## src/rtl/regbank_demux_wr.sv

```systemverilog
// regbank_demux_wr
//   Write side of a DEPTH x WIDTH register bank. The whole bank is exposed as
//   one packed, fully registered vector for a downstream sel-indexed read mux.
//   Single-word writes use a valid/ready handshake. A bulk-clear sequencer
//   zeroes one entry per cycle. Entry 0 can be hardwired to zero.
//
// Ports
//   clk_i        single clock, all state updates on the rising edge
//   rst_i        synchronous, active-high reset
//   wr_valid_i   write request valid
//   wr_ready_o   write can be accepted this cycle (combinational)
//   wr_addr_i    target entry index
//   wr_data_i    write data
//   wr_ack_o     one-cycle pulse the cycle after an accepted write
//   clr_i        start bulk clear (level, sampled in IDLE)
//   busy_o       bulk clear in progress
//   clr_done_o   one-cycle pulse when a bulk clear completes
//   bank_o       packed bank, entry k at [k*WIDTH +: WIDTH]
module regbank_demux_wr #(
    parameter int WIDTH    = 32,
    parameter int DEPTH    = 32,
    parameter bit ZERO_REG = 1'b1
) (
    input  logic                     clk_i,
    input  logic                     rst_i,
    input  logic                     wr_valid_i,
    output logic                     wr_ready_o,
    input  logic [$clog2(DEPTH)-1:0] wr_addr_i,
    input  logic [WIDTH-1:0]         wr_data_i,
    output logic                     wr_ack_o,
    input  logic                     clr_i,
    output logic                     busy_o,
    output logic                     clr_done_o,
    output logic [DEPTH*WIDTH-1:0]   bank_o
);

    localparam int AW = $clog2(DEPTH);

    typedef enum logic {
        IDLE  = 1'b0,
        CLEAR = 1'b1
    } state_t;

    state_t                 state;
    logic [AW-1:0]          cnt;
    logic [DEPTH*WIDTH-1:0] bank_q;
    logic                   wr_fire;
    logic                   wr_store;

    // A pending clear (or one in progress) blocks writes, which gives clr_i
    // priority over a same-cycle write; the requester keeps valid asserted.
    assign wr_ready_o = ~rst_i & (state == IDLE) & ~clr_i;
    assign wr_fire    = wr_valid_i & wr_ready_o;

    // With ZERO_REG, a write to entry 0 is still handshaken and acked, but the
    // data is dropped. Reset and clear are the only other writers of entry 0,
    // and both write zero, so it never leaves zero.
    assign wr_store   = wr_fire & ~(ZERO_REG & (wr_addr_i == '0));

    assign busy_o = (state == CLEAR);
    assign bank_o = bank_q;

    // NOTE: the bank is reset as a whole on purpose: the read side expects a
    // defined all-zero bank after reset, so these are plain flops, not a RAM.
    always_ff @(posedge clk_i) begin
        if (rst_i) begin
            // NOTE: sequential state uses non-blocking assignments only, so
            // every flop samples the pre-edge values regardless of order.
            state      <= IDLE;
            cnt        <= '0;
            bank_q     <= '0;
            wr_ack_o   <= 1'b0;
            clr_done_o <= 1'b0;
        end else begin
            wr_ack_o   <= wr_fire;
            clr_done_o <= 1'b0;

            unique case (state)
                IDLE: begin
                    if (clr_i) begin
                        state <= CLEAR;
                        cnt   <= '0;
                    end else if (wr_store) begin
                        bank_q[int'(wr_addr_i)*WIDTH +: WIDTH] <= wr_data_i;
                    end
                end

                CLEAR: begin
                    bank_q[int'(cnt)*WIDTH +: WIDTH] <= '0;
                    // cnt wraps to 0 naturally because DEPTH is a power of two.
                    cnt <= cnt + 1'b1;
                    if (cnt == AW'(DEPTH - 1)) begin
                        state      <= IDLE;
                        clr_done_o <= 1'b1;
                    end
                end

                default: state <= IDLE;
            endcase
        end
    end

endmodule

```

## config.mk

```make
export PLATFORM = sky130hd
export DESIGN_NAME = regbank_demux_wr
export DESIGN_NICKNAME = d
export VERILOG_FILES = /design/src/rtl/regbank_demux_wr.sv
export SDC_FILE = /design/constraint.sdc
export NUM_CORES = 2
export LEC_CHECK = 0
export CAP_MARGIN = 20
export CORE_AREA = 3 3 421 423
export DETAILED_ROUTE_END_ITERATION = 6
export DIE_AREA = 0 0 424 426
export PLACE_DENSITY = 0.48
export SLEW_MARGIN = 20
export SYNTH_ARGS = -nofsm -noshare
export SYNTH_HDL_FRONTEND = slang
export SYNTH_SLANG_ARGS = --single-unit
export TNS_END_PERCENT = 5
```

## constraint.sdc

```tcl
create_clock -name clk_i -period 3.2 [get_ports clk_i]
set_clock_uncertainty 0.1 [all_clocks]
set_input_delay 0.48 -clock clk_i [delete_from_list [all_inputs] [get_ports clk_i]]
set_output_delay 0.48 -clock clk_i [all_outputs]
set_load 0.01 [all_outputs]
```

* Word-level counts from Yosys, hierarchy flattened *
Index checks and enable logic that the tools add are counted.

storage, ports and cells
  output and inout bits = 1028
  logic and storage cells = 38
  register bits = 1032

operators by class
  shifts and indexed selects = 4
  equal/unequal tests = 4
  bitwise logic cells = 8
  reductions and logical operators = 3
  mux-type cells = 11
  add/sub/neg operators = 3

operators with widths
  cell                           number
  $bwmux W1024                   2
  $mux W1024                     2
  $pmux W1024 S2                 1
  $shift A32 B33 Y1024 const A   2
  $shiftx A32 B33 Y1024          1
  $shiftx A32 B33 Y1024 const A  1
  $neg A10 Y33                   2
  $pmux W5 S2                    1
  $ne A2 B2 Y1 const B           3
  $add A5 B1 Y5 const B          1
  $eq A5 B5 Y1 const B           1
  $logic_not A5 Y1               1
  $mux W5                        1
  $and A1 B1 Y1                  4
  $not A1 Y1                     4
  $mux W1                        3
  $pmux W1 S2                    1
  $reduce_and A2 Y1              1
  $reduce_or A2 Y1               1

* Longest topological paths before layout *
  word-level depth = 8
  gate-level depth with buffers = 15

* Worst setup path before layout *
No wires, ideal clock.

  path kind = input -> register
  from = input port wr_addr_i[0]
  to = register bank_q[444] (netlist: bank_o[444])
  stages = 15
  path slack = -81 ps
  arrival time = 3110 ps
  cell sequence = buf_2 > inv_1 > ha_1 > buf_4 > nand2b_1 > nor2_1 > ha_1 > buf_2 > nor3b_2 > o211ai_4 > buf_4 > o22ai_2 > buf_2 > nand3_1 > a21oi_1

between the ends
  cells in the longest elaborated chain, start to end = 6

RTL lines
  element                                                               line  RTL
  from (decl)                                                           28    input logic [$clog2(DEPTH)-1:0] wr_addr_i,
  $neg A10 Y33                                                          84    bank_q[int'(wr_addr_i)*WIDTH +: WIDTH] <= wr_data_i;
  $shiftx A32 B33 Y1024 / $shift A32 B33 Y1024 (equally long branches)  84
  $bwmux W1024                                                          84
  $mux W1024                                                            83    end else if (wr_store) begin
  $mux W1024                                                            80    if (clr_i) begin
  $pmux W1024 S2                                                        78    unique case (state)
  to (signal, indexed assignment)                                       84
  to (decl)                                                             46    logic [DEPTH*WIDTH-1:0] bank_q;

Several ways; a longest one is shown, not always the timed one. The select of a mux whose other input is x is not followed.
A chain may end at the register's enable or synchronous reset.

* Worst setup path after layout *
  from = input port wr_addr_i[0]
  to = register bank_q[823] (netlist: bank_o[823])

Same word-level chain as after synthesis.

==> reports/qor.yml <==
place:
  place_area_um2: 55300
  gp_congestion: 0.833
  hpwl_mm: 149
  dp_cells: 7706
  dp_slack_ns: -0.633
  port_buffers: 1068
power:
  clockPowerShare_pct: 50.1
  p_sw_mw: 7.22
  seq_power_share_pct: 44.3
  power_density_nw_per_um2: 488
  peakVddDrop_mv: 0.512
  power_mw: 29.1
  p_leak_nw: 20.7
  p_int_mw: 21.8
  p_sw_share_pct: 24.9
  comb_power_share_pct: 5.6
synthesis:
  ys_types: 80
  synthTopCellsByArea: "dfxtp_1 (52%), nand2_1 (10%), mux2i_1 (8.1%)"
  synth.most_common_cell: "nand2_1"
  avgSynthCellArea_um2: 8.82
  synth-seq-area-share_pct: 51.9
  ys_seq_elements: 1032
  yosys_warnings: 0
  async_reset_ff_share_pct: 0
  synth_edf_count: 0
  synthFlopType: "dfxtp_1"
  syn_area_um2: 39800
  synth_nets: 4560
  yosys-top-cells-count: "nand2_1 (1086), dfxtp_1 (1032), nand3_1 (414)"
  synth_top_area_cell: "dfxtp_1"
  syn-instance-count: 4513
  synth_top_area_share_pct: 51.9
floorplan:
  die-area_um2: 181000
  initial_utilization_pct: 22.9
  fp-row-count: 153
  die_w_um: 424
  fp.coreArea_um2: 174000
  dieHeight_um: 426
  io_pins: 1069
timing:
  slew_viol_final: 0
  fmax_mhz: 326
  fin_crit_ns: 3.07
  fin_crit_sh_pct: 95.8
  setup_viol: 0
  tns_ns: 0
  finalHoldViolCount: 0
  worst_pin_slew_ns: 1.09
  rsz0062_at_grt: "no"
  fin_ws_ns: 0.133
  slew_headroom_pct: 27.2
  fin_hold_ws_ns: 0.103
finish:
  nNetsFinal: 5553
  drive_above_1_share_pct: 10.9
  design_area_um2: 59600
  fill_cells: 17900
  area_growth_pct: 49.7
  final_cells: 7936
  fin_util_pct: 34.3
drt:
  drc: 0
  via_count: 38000
  drtPass1Iterations: 5
  wirelength_mm: 217
  dr.first_iter.drc_count: 3121
  vias_per_cell: 4.79
  detail-route-antenna-nets: 0
  routedWlPerCell_um: 27.3
worst_setup_path:
  cp-start-kind: "input port"
  rr_endpoint: "bank_o[464]$_SDFFE_PP0P_"
  r2r_cells: 10
  critPathMaxFanout: 32
  crit_arrival_ns: 3.67
  critical_path_class: "input port to flip-flop"
  r2r_slack_ns: 0.24
  startpoint: "wr_addr_i[0]"
  critPathCaptureType: "flip-flop"
  critPathRequiredTime_ns: 3.81
  reg2reg_from: "cnt[1]$_SDFFE_PP0P_"
clock_network:
  clkSinkCount: 1032
  cts-root-buf: "clkbuf_16"
  clock_latency_ns: 0.78
  clockBufferDepth: 3
  numCtsBuffers: 118
  cts_tree: "yes"
  ctsHtreeMaxLevel: 3
  post_cts_buffers: 0
  path_clk_slew_ns: 0.06
run_status:
  outcome: "completed"
global_route:
  grt_max_degree: 157
  antenna_found_initial: 11
  grt_first_pass_wirelength_mm: 296
  grt_pass1_vias: 36200
  grt_overflow_total: 0
  track_usage_pct: 22.9
flow_run:
  cap_violations: 0
min_path:
  hold_depth: 4
  hold_path_end: "bank_o[234]$_SDFFE_PP0P_"
  hp-class: "input port to flip-flop"
  min_from: "wr_data_i[10]"
==> state kept, by name, summed over array words and instances, names as in the netlist <==
| signal | cells |
|---|---|
| cnt | 5 |
| bank_o | 1024 |
| busy_o | 1 |
| wr_ack_o | 1 |
| clr_done_o | 1 |
==> worst max-delay path, cell delays in order <==
cell	delay, ns
clkdlybuf4s50_1	0.68
inv_1	0.11
ha_1	0.25
nand2b_1	0.11
nor2_1	0.06
ha_1	0.24
buf_4	0.16
or2_2	0.28
nor4_1	0.37
o21ai_1	0.19
nor3_2	0.27
buf_12	0.28
a22o_1	0.17
==> power by group through the flow <==
stage	clock, mW	sequential, mW	combinational [mW]
global route	15.4	12.9	1.69
finish	14.6	12.9	1.64
detailed placement	0	13.1	1.64
global placement	0	13.1	1.64
CTS	14.9	12.9	1.65
floorplan	0	13.1	0.624
==> metal layers <==
layer | vias to the layer above | GRT usage [%] | wire length [um]
li1 | 17500 | - | -
met1 | 18700 | 27.2 | 86000
met2 | 1425 | 38.8 | 106000
met3 | 379 | 4.88 | 13500
met4 | 0 | 11.6 | 11500
met5 | - | 0 | 0
==> final cells by class <==
cell class              count  area (um^2)  share of cell area, %
flip-flops and latches   1032        20700                   34.7
multi-input cells        2983        17400                   29.2
repair buffers           1359        14300                   24.1
clock buffers             178         3560                   5.97
well taps                2325         2910                   4.88
clock inverters            41          621                   1.04
inverters                  12         52.6                 0.0882
diodes                      6         15.0                 0.0252
==> worst max-delay path by stage <==
| stage | to | slack (ns) | cells past startpoint |
|---|---|---|---|
| after CTS | bank_o[464]$_SDFFE_PP0P_ | 0.09 | 10 |
| after detailed placement | bank_o[819]$_SDFFE_PP0P_ | -0.63 | 13 |
| after floorplan | bank_o[740]$_SDFFE_PP0P_ | -0.07 | 12 |
| after global placement | bank_o[815]$_SDFFE_PP0P_ | -0.60 | 13 |
| final | bank_o[823]$_SDFFE_PP0P_ | 0.13 | 13 |
| after global routing | bank_o[460]$_SDFFE_PP0P_ | 0.03 | 10 |
==> placed cells by master (no fill, tap or decap), types with 6 or more instances in the layout <==
master,n
a22oi_1,14
nor3b_1,35
o22a_1,9
nand4_1,32
mux2i_1,323
nand3b_1,34
diode_2,6
nor2b_1,6
nor3_2,10
clkdlybuf4s50_1,1035
a22o_1,129
a41o_1,32
clkbuf_8,38
nor3_1,15
a21oi_1,410
clkinv_2,17
o21ai_1,9
dfxtp_1,1032
clkbuf_16,118
and2_1,67
nand3_1,414
buf_12,128
buf_2,32
bufinv_16,11
o211ai_1,93
nand2_1,1086
nand2b_1,6
nor2_2,15
o21ai_0,90
buf_4,158
o22ai_4,7
nor2_1,34
ha_1,6
clkbuf_1,22
inv_1,10
==> repair_timing <==
item	CTS	global route
hold buffers	5	0
hold endpoints to repair	14	0
gates resized for setup	0	4
endpoints found under the setup margin	0	36
==> logic make-up after synthesis <==
logic type	synth area share, %
muxes	8.13
DFF	51.9
xor gates and xnor gates	0.201
adders and majority gates	0.189
and+or+nand+nor	20.3
AOI/OAI and AO/OA	13.9
buffers and inverters	5.41
(Power assumes the default switching activity.)
